**src/rtl/cfs_aligner_stream_pkg.sv**
```systemverilog
// cfs_aligner_stream_pkg: width helpers, the size/offset legality rule
// and the TX state encoding shared by the streaming aligner files.
package cfs_aligner_stream_pkg;

  function automatic int offset_w(input int bytes);
    return (bytes <= 1) ? 1 : $clog2(bytes);
  endfunction

  function automatic int size_w(input int bytes);
    return $clog2(bytes) + 1;
  endfunction

  function automatic logic is_legal(
    input int unsigned size,
    input int unsigned offset,
    input int unsigned bytes
  );
    return (size != 0) && (offset + size <= bytes);
  endfunction

  typedef enum logic {
    IDLE = 1'b0,
    SEND = 1'b1
  } tx_state_e;

endpackage

```
**src/rtl/cfs_aligner_stream_bytebuf.sv**
```systemverilog
// cfs_aligner_stream_bytebuf: 2*BYTES byte FIFO, byte 0 is the oldest.
// Ports: push (data/off/cnt), pop (cnt), count, next count, next head.
module cfs_aligner_stream_bytebuf
  import cfs_aligner_stream_pkg::*;
#(
  parameter int BYTES = 4,
  parameter int OW    = 2,
  parameter int SW    = 3,
  parameter int CW    = 4
) (
  input  logic               clk,
  input  logic               reset_n,
  input  logic               push_en,
  input  logic [BYTES*8-1:0] push_data,
  input  logic [OW-1:0]      push_off,
  input  logic [SW-1:0]      push_cnt,
  input  logic               pop_en,
  input  logic [SW-1:0]      pop_cnt,
  output logic [CW-1:0]      count,
  output logic [CW-1:0]      count_nxt,
  output logic [BYTES*8-1:0] head_nxt
);

  localparam int BW = BYTES * 8;
  localparam int DW = 2 * BW;

  logic [DW-1:0] mem_q;
  logic [DW-1:0] mem_d;
  logic [DW-1:0] kept;
  logic [DW-1:0] placed;
  logic [BW-1:0] mask;
  logic [BW-1:0] sel;
  logic [SW-1:0] push_n;
  logic [SW-1:0] pop_n;
  logic [CW-1:0] base;
  logic [CW-1:0] cnt_q;
  logic [CW-1:0] cnt_d;

  // Bytes at or above the count are kept zero, so a right shift
  // pops and an OR appends without any per-byte muxing.
  always_comb begin
    push_n = push_en ? push_cnt : '0;
    pop_n  = pop_en ? pop_cnt : '0;
    kept   = mem_q >> {pop_n, 3'b000};
    mask   = ~({BW{1'b1}} << {push_n, 3'b000});
    sel    = (push_data >> {push_off, 3'b000}) & mask;
    base   = cnt_q - {1'b0, pop_n};
    placed = {{BW{1'b0}}, sel} << {base, 3'b000};
    mem_d  = kept | placed;
    cnt_d  = base + {1'b0, push_n};
  end

  always_ff @(posedge clk or negedge reset_n) begin
    if (!reset_n) begin
      mem_q <= '0;
      cnt_q <= '0;
    end else begin
      mem_q <= mem_d;
      cnt_q <= cnt_d;
    end
  end

  assign count     = cnt_q;
  assign count_nxt = cnt_d;
  assign head_nxt  = mem_d[BW-1:0];

endmodule

```
**src/rtl/cfs_aligner_stream.sv**
```systemverilog
// cfs_aligner_stream: repacks MD RX bytes into TX beats of a configured
// size/offset; counts dropped beats. Optional CFS_ALIGNER_STREAM_IRQ_EN.
module cfs_aligner_stream
  import cfs_aligner_stream_pkg::*;
#(
  parameter int  ALGN_DATA_WIDTH   = 32,
  parameter int  CNT_DROP_WIDTH    = 8,
  localparam int BYTES             = ALGN_DATA_WIDTH / 8,
  localparam int ALGN_OFFSET_WIDTH = offset_w(BYTES),
  localparam int ALGN_SIZE_WIDTH   = size_w(BYTES)
) (
  input  logic                         clk,
  input  logic                         reset_n,
  input  logic [ALGN_SIZE_WIDTH-1:0]   ctrl_size,
  input  logic [ALGN_OFFSET_WIDTH-1:0] ctrl_offset,
  output logic                         ctrl_err,
  input  logic                         cnt_drop_clr,
  output logic [CNT_DROP_WIDTH-1:0]    status_cnt_drop,
  input  logic                         md_rx_valid,
  input  logic [ALGN_DATA_WIDTH-1:0]   md_rx_data,
  input  logic [ALGN_OFFSET_WIDTH-1:0] md_rx_offset,
  input  logic [ALGN_SIZE_WIDTH-1:0]   md_rx_size,
  output logic                         md_rx_ready,
  output logic                         md_rx_err,
  output logic                         md_tx_valid,
  output logic [ALGN_DATA_WIDTH-1:0]   md_tx_data,
  output logic [ALGN_OFFSET_WIDTH-1:0] md_tx_offset,
  output logic [ALGN_SIZE_WIDTH-1:0]   md_tx_size,
  input  logic                         md_tx_ready,
  input  logic                         md_tx_err,
  output logic                         irq
);

  localparam int OW = ALGN_OFFSET_WIDTH;
  localparam int SW = ALGN_SIZE_WIDTH;
  localparam int CW = SW + 1;
  localparam int DW = ALGN_DATA_WIDTH;
  localparam int NW = CNT_DROP_WIDTH;

  tx_state_e state_q;
  tx_state_e state_d;

  logic [SW-1:0] cfg_size_q;
  logic [SW-1:0] cfg_size_d;
  logic [OW-1:0] cfg_offset_q;
  logic [OW-1:0] cfg_offset_d;
  logic          cfg_upd;

  logic [DW-1:0] tx_data_q;
  logic [DW-1:0] tx_data_d;
  logic [DW-1:0] tx_mask;
  logic [SW-1:0] tx_size_q;
  logic [OW-1:0] tx_offset_q;
  logic          tx_load;
  logic          tx_valid;
  logic          tx_hs;

  logic          rx_ready_q;
  logic          rx_legal;
  logic          rx_hs;
  logic          rx_push;
  logic          rx_drop;

  logic [NW-1:0] cnt_drop_q;
  logic [NW-1:0] cnt_drop_d;

  logic [CW-1:0] buf_count;
  logic [CW-1:0] buf_count_nxt;
  logic [DW-1:0] head_nxt;

  assign ctrl_err = !is_legal(32'(ctrl_size),
                              32'(ctrl_offset),
                              BYTES);
  assign rx_legal = is_legal(32'(md_rx_size),
                             32'(md_rx_offset),
                             BYTES);

  assign rx_hs    = md_rx_valid && rx_ready_q;
  assign rx_push  = rx_hs && rx_legal;
  assign rx_drop  = rx_hs && !rx_legal;
  assign tx_valid = (state_q == SEND);
  assign tx_hs    = tx_valid && md_tx_ready;

  cfs_aligner_stream_bytebuf #(
    .BYTES (BYTES),
    .OW    (OW),
    .SW    (SW),
    .CW    (CW)
  ) u_buf (
    .clk       (clk),
    .reset_n   (reset_n),
    .push_en   (rx_push),
    .push_data (md_rx_data),
    .push_off  (md_rx_offset),
    .push_cnt  (md_rx_size),
    .pop_en    (tx_hs),
    .pop_cnt   (tx_size_q),
    .count     (buf_count),
    .count_nxt (buf_count_nxt),
    .head_nxt  (head_nxt)
  );

  // Config only moves while nothing is buffered or in flight, so a
  // beat is never split across two configurations.
  always_comb begin
    cfg_upd      = (buf_count == '0) && !tx_valid && !ctrl_err;
    cfg_size_d   = cfg_upd ? ctrl_size : cfg_size_q;
    cfg_offset_d = cfg_upd ? ctrl_offset : cfg_offset_q;
  end

  // Decisions use the post-push/pop buffer so a completing RX beat
  // shows up on TX one cycle later.
  always_comb begin
    state_d = state_q;
    tx_load = 1'b0;
    unique case (state_q)
      IDLE: begin
        if (buf_count_nxt >= {1'b0, cfg_size_d}) begin
          state_d = SEND;
          tx_load = 1'b1;
        end
      end
      SEND: begin
        if (tx_hs) begin
          if (buf_count_nxt >= {1'b0, cfg_size_d}) begin
            tx_load = 1'b1;
          end else begin
            state_d = IDLE;
          end
        end
      end
    endcase
  end

  always_comb begin
    tx_mask   = ~({DW{1'b1}} << {cfg_size_d, 3'b000});
    tx_data_d = (head_nxt & tx_mask) << {cfg_offset_d, 3'b000};
  end

  always_comb begin
    cnt_drop_d = cnt_drop_q;
    if (cnt_drop_clr) begin
      cnt_drop_d = '0;
    end else if (rx_drop && !(&cnt_drop_q)) begin
      cnt_drop_d = cnt_drop_q + NW'(1);
    end
  end

  always_ff @(posedge clk or negedge reset_n) begin
    if (!reset_n) begin
      state_q      <= IDLE;
      cfg_size_q   <= SW'(1);
      cfg_offset_q <= '0;
      tx_data_q    <= '0;
      tx_size_q    <= '0;
      tx_offset_q  <= '0;
      rx_ready_q   <= 1'b0;
      cnt_drop_q   <= '0;
    end else begin
      state_q      <= state_d;
      cfg_size_q   <= cfg_size_d;
      cfg_offset_q <= cfg_offset_d;
      if (tx_load) begin
        tx_data_q   <= tx_data_d;
        tx_size_q   <= cfg_size_d;
        tx_offset_q <= cfg_offset_d;
      end
      rx_ready_q <= (buf_count_nxt <= CW'(BYTES));
      cnt_drop_q <= cnt_drop_d;
    end
  end

`ifdef CFS_ALIGNER_STREAM_IRQ_EN
  logic irq_q;
  logic irq_set;

  assign irq_set = ((&cnt_drop_d) && !(&cnt_drop_q))
                 || (tx_hs && md_tx_err);

  always_ff @(posedge clk or negedge reset_n) begin
    if (!reset_n) begin
      irq_q <= 1'b0;
    end else if (irq_set) begin
      irq_q <= 1'b1;
    end else if (cnt_drop_clr) begin
      irq_q <= 1'b0;
    end
  end

  assign irq = irq_q;
`else
  logic unused_tx_err;

  assign unused_tx_err = md_tx_err;
  assign irq           = 1'b0;
`endif

  assign md_rx_ready     = rx_ready_q;
  assign md_rx_err       = rx_drop;
  assign md_tx_valid     = tx_valid;
  assign md_tx_data      = tx_data_q;
  assign md_tx_size      = tx_size_q;
  assign md_tx_offset    = tx_offset_q;
  assign status_cnt_drop = cnt_drop_q;

endmodule

```
**config.mk**
```make
export PLATFORM = sky130hd
export DESIGN_NAME = cfs_aligner_stream
export DESIGN_NICKNAME = d
export VERILOG_FILES = /design/src/rtl/cfs_aligner_stream_pkg.sv /design/src/rtl/cfs_aligner_stream_bytebuf.sv /design/src/rtl/cfs_aligner_stream.sv
export SDC_FILE = /design/constraint.sdc
export NUM_CORES = 1
export LEC_CHECK = 0
export CAP_MARGIN = 25
export CORE_AREA = 2 2 149 187
export CTS_CLUSTER_SIZE = 16
export DETAILED_ROUTE_END_ITERATION = 8
export DIE_AREA = 0 0 151 189
export PLACE_DENSITY = 0.64
export RECOVER_POWER = 100
export SLEW_MARGIN = 20
export SYNTH_ARGS = -nofsm -noshare
export SYNTH_HDL_FRONTEND = slang
export SYNTH_SLANG_ARGS = --single-unit
```
**constraint.sdc**
```tcl
create_clock -name clk -period 5.25 [get_ports clk]
set_input_delay 0.7875 -clock clk [delete_from_list [all_inputs] [get_ports clk]]
set_output_delay 0.7875 -clock clk [all_outputs]
set_load 0.01 [all_outputs]
```
# Yosys cells after proc, flatten, opt, wreduce, memory -nomap -nowiden
# Cells that the tools add are included.
# totals
regBits	120
word_cells	60
out_inout_bits	50
input_bits	48
# classes
n_shift	6
n_lt_le_gt_ge	4
n_reduce_logical	18
addsub	5
n_mux	11
bitwise	6
# op_table
op	n
AND 32 bit	2
NOT 32 bit	2
OR 64 bit	1
<< shifter 32 x 6 -> 32 bit (first input constant)	2
<< shifter 32 x 7 -> 64 bit	1
right shift 64 x 6 -> 64 bit	1
<< shifter 32 x 5 -> 32 bit	1
right shift 32 x 5 -> 32 bit	1
two-way mux 8 bit	2
<= comparator 4 x 3 -> 1 bit (second input constant)	3
logical AND 1 bit	9
two-way mux 3 bit	3
adder 2 x 3 -> 4 bit	2
adder 8 x 1 -> 8 bit (second input constant)	1
AND reduction 8 bit	1
nonzero test 3 bit	2
adder 4 x 3 -> 4 bit	1
>= comparator 4 x 3 -> 1 bit	1
zero test 1 bit	4
zero test 4 bit	1
case mux 1 bit (2 select lines)	2
subtractor 4 x 3 -> 4 bit	1
two-way mux 1 bit	3
two-way mux 2 bit	1
other kinds (2)	2

# Longest topological paths before layout
# depth
word_depth	12
ltp_mapped	21
depth_no_buf	17

# Modules after synthesis
# A second synthesis with hierarchy kept.
# unflattened
hier_cells	903
hier_area_um2	9069.9
# by_module_without_submodules
module	seq_area_each_um2	area_each_um2	cells_per_inst	n_inst
cfs_aligner_stream_bytebuf	1701.6	5871.9	575	1
cfs_aligner_stream	1302.5	3198.1	328	1

# Least setup slack after synthesis
# No wires, ideal clock.
# synth_path
path_kind	input port to flip-flop
start	input md_rx_offset[1]
end	register tx_data_q[15] (netlist: md_tx_data[15])
slack_ns	-0.369
setup_time_ns	0.127
stages	21
required_time_ns	5.123
t_arrival_ns	5.492
cell_sequence	inv_2 -> buf_1 -> fa_1 -> nor2b_1 -> o32a_1 -> and2_1 -> clkbuf_1 -> clkbuf_1 -> buf_1 -> nand2_1 -> fa_1 -> inv_1 -> ha_1 -> a21oi_1 -> nand2_1 -> nor3_1 -> a311o_1 -> buf_2 -> o21ai_4 -> buf_4 -> mux2_1
# synth_via
elab_cells_between_ends	18
classes_between	add/sub (2); order compare (2); shift (4); mux (4); bitwise (4); reduce/logical (2)
# synth_rtl
element	line	source
from (decl)	cfs_aligner_stream.sv:21	input logic [ALGN_OFFSET_WIDTH-1:0] md_rx_offset,
adder 2 x 3 -> 4 bit (*)	cfs_aligner_stream_pkg.sv:18	return (size != 0) && (offset + size <= bytes);
<= comparator 4 x 3 -> 1 bit (*)	cfs_aligner_stream_pkg.sv:18	
logical AND 1 bit (*)	cfs_aligner_stream_pkg.sv:18	
logical AND 1 bit (*)	cfs_aligner_stream.sv:79	assign rx_push = rx_hs && rx_legal;
two-way mux 3 bit (*)	cfs_aligner_stream_bytebuf.sv:42	push_n = push_en ? push_cnt : '0;
adder 4 x 3 -> 4 bit (*)	cfs_aligner_stream_bytebuf.sv:50	cnt_d = base + {1'b0, push_n};
net buf_count_nxt[1]	cfs_aligner_stream.sv:68	logic [CW-1:0] buf_count_nxt;
>= comparator 4 x 3 -> 1 bit (*)	cfs_aligner_stream.sv:118, cfs_aligner_stream.sv:125	
two-way mux 1 bit (*)	cfs_aligner_stream.sv:118, cfs_aligner_stream.sv:125	
two-way mux 1 bit	cfs_aligner_stream.sv:124	if (tx_hs) begin
case mux 1 bit (2 select lines) (*)	cfs_aligner_stream.sv:116	unique case (state_q)
to (signal assigned)	cfs_aligner_stream.sv:164	tx_data_q <= tx_data_d;
to (decl)	cfs_aligner_stream.sv:49	logic [DW-1:0] tx_data_q;
# The timed path passes the listed nets; every way through them passes the cells marked *.
# A chain may end at the register's enable or synchronous reset.

# Final worst setup path
# layout_path
start	input ctrl_size[0]
end	register tx_data_q[8] (netlist: md_tx_data[8])
# layout_via
elab_chain_len	9
elab_cells_between_ends	15
classes_between	add/sub (1); order compare (2); shift (2); mux (5); bitwise (2); reduce/logical (3)
# layout_lines
element	line	source
from (decl)	cfs_aligner_stream.sv:14	input logic [ALGN_SIZE_WIDTH-1:0] ctrl_size,
adder 2 x 3 -> 4 bit	cfs_aligner_stream_pkg.sv:18	
<= comparator 4 x 3 -> 1 bit	cfs_aligner_stream_pkg.sv:18	
logical AND 1 bit (*)	cfs_aligner_stream_pkg.sv:18	
logical AND 1 bit (*)	cfs_aligner_stream.sv:106	cfg_upd = (buf_count == '0) && !tx_valid && !ctrl_err;
two-way mux 3 bit (*)	cfs_aligner_stream.sv:107	cfg_size_d = cfg_upd ? ctrl_size : cfg_size_q;
net cfg_size_d[1]	cfs_aligner_stream.sv:44	logic [SW-1:0] cfg_size_d;
<< shifter 32 x 6 -> 32 bit / >= comparator 4 x 3 -> 1 bit (equally long branches)	cfs_aligner_stream.sv:136, cfs_aligner_stream.sv:118, cfs_aligner_stream.sv:125	
NOT 32 bit / two-way mux 1 bit (equally long branches)	cfs_aligner_stream.sv:136, cfs_aligner_stream.sv:118, cfs_aligner_stream.sv:125	
AND 32 bit / two-way mux 1 bit (equally long branches)	cfs_aligner_stream.sv:137, cfs_aligner_stream.sv:124	
<< shifter 32 x 5 -> 32 bit / case mux 1 bit (2 select lines) (equally long branches)	cfs_aligner_stream.sv:137, cfs_aligner_stream.sv:116	
# Marked as above.

==> metrics.md <==
| Metric | Value |
|---|---|
| DP HPWL | `25,400 microns` |
| Worst hold endpoint | `md_tx_offset[0]` |
| Worst Path Max Fanout | `11` |
| Distinct cell type count after synthesis | `84` |
| Total Routed Length | `approximately 35,000 microns` |
| Antenna violations before repair | `0` |
| DRT Pass-1 Iters | `6` |
| Tmin final | `between 4 and 5 ns` |
| Fmax achieved | `around 200 MHz` |
| CORE AREA | `between 0.02 and 0.03 sq mm` |
| Setup bufs post-CTS | `0` |
| Met1 Wirelength | `approximately 14,000 microns` |
| Clock transition at path regs | `0.06 ns` |
| CTS root buf | `clkbuf_16` |
| Cts repair resizes | `0` |
| Asr flop ratio synth | `100%` |
| Hold Buf Count CTS | `0` |
| Clock Skews | `~0.011 ns` |
| Leak | `about 4.7 nW` |
| Failing checks | `max-capacitance violations, max-slew violations` |
| Num rows | `67` |
| Status | `finished, violations left` |
| Slew Limit Headroom | `-90.4%` |
| Grt total ovfl | `0` |
| First-pass GRT wire length | `about 54,000 microns` |
| Final Cycle Share | `approximately 93%` |
| Worst skew pair latency | `around 0.43 ns` |
| Pin count of the biggest net entering global routing | `73` |
| Post-Synthesis Cells | `approximately 1,100` |
| Endpoint class of the critical path | `flip-flop` |
| Post-Synth Simple-Gate Area | `a little over an eighth` |
| Die area | `0.0285 sq mm` |
| Syn Nets | `about 1,100` |
| P per Cell Area | `between 500 and 600 mW/mm^2` |
| Max VDD drop | `0.000398 V` |
| Fin Hold WS | `slightly below 0.5 ns` |
| H-tree depth | `4` |
| CP startpoint kind | `input pin` |
| Final Power | `6.66 mW` |
| Ys flop type | `dfrtp_1` |
| R2R Path End | `md_tx_data[23]` |
| Post-Syn Area | `between 0.009 and 0.01 sq mm` |
| I/O Pins | `98` |
| Pins Over Slew Limit | `174` |
| Avg WL per Cell | `between 20 and 25 microns` |
| Max Used Layer | `met4` |
| Adder-Cell Fraction of Synth Area | `under 10%` |
| Routability cong. | `0.969` |
| Worst hold stages | `1` |
| Multiplexer share of the synthesized area | `11.3%` |
| Total clock sinks | `120` |
| DR vias/cell | `roughly 6.3` |
| Post-Synth XOR/XNOR Area | `~1.0%` |
| Final Hold Violating Endpoints | `0` |
| Worst Max-Slew Pin Slew | `around 2.9 ns` |
| Hold Path Class | `flip-flop to flip-flop` |
| Chip width | `about 150 microns` |
| DR iter-0 viols | `approximately 1,200` |
| Num CTS Buffers | `17` |
| R2R Setup Slk | `around 0.8 ns` |
| Total track usage | `around a quarter` |
| Worst EP required | `5.57 ns` |
| Met3 WL | `1960 microns` |
| Final setup viols | `0` |
| Starting Density | `approximately a third` |
| Sum Neg Setup Slack | `0 ns` |
| Ratio of cells with drive above 1 in the final layout | `12.4%` |
| Combinational family with the most area after synthesis | `compound AO/OA/AOI/OAI gates` |
| Worst setup path class | `input pin to flip-flop` |
| Compound-Gate Fraction of Synth Area | `roughly a third` |
| DRT antenna net count | `0` |
| Maxcap violations | `4` |
| Synthesized area per cell | `just under 9 sq um` |
| Worst Path Arrival | `5.22 ns` |
| Nets@finish | `~1,200` |
| PortBufs | `95` |
| Diode count | `0` |
| Hold path start | `md_tx_offset[0]` |
| Unrepaired setup endpoints after global routing | `no` |
| Seq/Total Area, Yosys | `32.4%` |
| Yosys warnings | `0` |
| R2R cell count | `10` |
| CTS tree | `yes` |
| DRC violations left | `0` |
| Max clock buf depth | `2` |
| WL met2 | `17,300 microns` |
| Post-synth EDFFs | `0` |
| Die height | `roughly 190 microns` |
| FF+latch count, synth | `120` |
| Vias in the first global route | `between 9,000 and 10,000` |
| Vias | `around 9,600` |
| Area delta synth->final | `22.7%` |
| Reg-to-Reg Start | `md_tx_size[0]` |
-- cells in the mapped netlist (all sizes together), types with 16 or more instances --
cell | count | share of area, %
a211oi | 16 | 1.3
a21oi | 72 | 4.0
a22o | 18 | 1.7
a22oi | 22 | 1.8
a31oi | 32 | 2.2
buf | 22 | 1.2
clkbuf | 61 | 2.5
dfrtp | 119 | 32
inv | 50 | 2.1
mux2 | 46 | 5.6
mux2i | 53 | 5.7
nand2 | 73 | 3.0
nand3 | 32 | 1.7
nor2 | 42 | 1.7
nor3 | 17 | 0.92
o211ai | 27 | 2.2
o21ai | 64 | 3.6
o221ai | 23 | 2.2
o22ai | 39 | 2.6
-- kinds of logic (layout without fill, tap and decap cells) --
kind of cell | Yosys count | after routing
AO/OA/AOI/OAI | 438 | 438
AND/OR/NAND/NOR | 242 | 242
buffers and inverters | 134 | 247
flip-flops | 120 | 120
multiplexers | 99 | 99
adder cells (fa/ha/maj) | 16 | 16
XOR/XNOR | 11 | 11
other | 1 | 1
-- cell usage in the layout (no fill, tap or decap), types with 14 or more instances in the layout --
master / instances
o22ai_1: 39
clkdlybuf4s50_1: 46
nand3_1: 32
nor2_1: 42
o221ai_1: 23
o21ai_0: 62
a22oi_1: 22
nand2_1: 73
a22o_1: 18
dlygate4sd3_1: 48
o211ai_1: 27
a31oi_1: 32
a21oi_1: 70
a221oi_1: 15
inv_1: 48
a211oi_1: 16
buf_4: 46
clkbuf_1: 23
mux2i_1: 53
mux2_2: 43
nor3_1: 16
dfrtp_1: 118
o311ai_0: 14
clkbuf_16: 17
nand2b_1: 15
-- worst max-delay path: stages --
cell and delay (ns):
dlygate4sd3_1 0.62, ha_1 0.19, inv_1 0.05, fa_1 0.38
or4b_4 0.51, a32oi_4 0.26, nand2_1 0.11, clkbuf_1 0.29
nand2_1 0.13, o21ai_0 0.16, inv_1 0.10, ha_1 0.21
a21oi_4 0.06, or4_4 0.44, o311a_4 0.16, o21ai_4 0.19
buf_4 0.20, mux2_2 0.34
-- worst max-delay path by stage --
| stage | start | endpoint | slack [ns] | cells past startpoint |
|---|---|---|---|---|
| 4_1_cts | md_rx_offset[0] | md_tx_data[12] | 0.45 | 16 |
| 3_5_place_dp | ctrl_size[0] | md_tx_data[15] | 0.02 | 20 |
| 3_3_place_gp | md_rx_offset[0] | md_tx_data[12] | 0.07 | 16 |
| 2_1_floorplan | md_rx_offset[1] | md_tx_data[15] | 0.02 | 21 |
| 6_report | ctrl_size[0] | md_tx_data[8] | 0.35 | 18 |
| 5_1_grt | ctrl_size[0] | md_tx_data[15] | 0.13 | 19 |
-- report_power, final --
part           switching [mW]  internal (mW)
registers               0.328           1.28
clock network           0.482          0.757
logic                    2.34           1.48
-- per-layer routing --
layer	vias up	GRT usage, %
met5	-	0
met4	0	12.9
li1	4345	-
met2	435	41.0
met3	101	3.95
met1	4709	30.4
-- through the flow --
| stage | worst slack [ns] | utilization [%] | area [sq um] | cells |
|---|---|---|---|---|
| after floorplan | 0.0155 | - | 9270 | 1061 |
| after global placement | 0.0687 | 40.6 | 10800 | 1484 |
| after detailed placement | 0.0186 | 40.6 | 10800 | 1485 |
| after CTS | 0.449 | 42.9 | 11400 | 1517 |
| after global routing | 0.126 | 42.6 | 11400 | 1519 |
| final | 0.352 | 42.6 | 11400 | 1519 |
-- sequential cells by signal, indices dropped and copies added (netlist names) --
signal           cells
cfg_offset_q         2
cfg_size_q           3
md_rx_ready          1
md_tx_data          32
md_tx_offset         2
md_tx_size           3
md_tx_valid          1
status_cnt_drop      8
u_buf.count          4
u_buf.mem_q         64
-- layout make-up --
cell class              instances  area [sq um]
clock buffers                  17           425
clock inverters                15           191
fillers                      2697         15300
inverters                      51           194
multi-input cells             807          5740
flip-flops and latches        120          3010
well taps                     345           432
repair buffers                164          1380
Power figures use the tool's default switching activity.
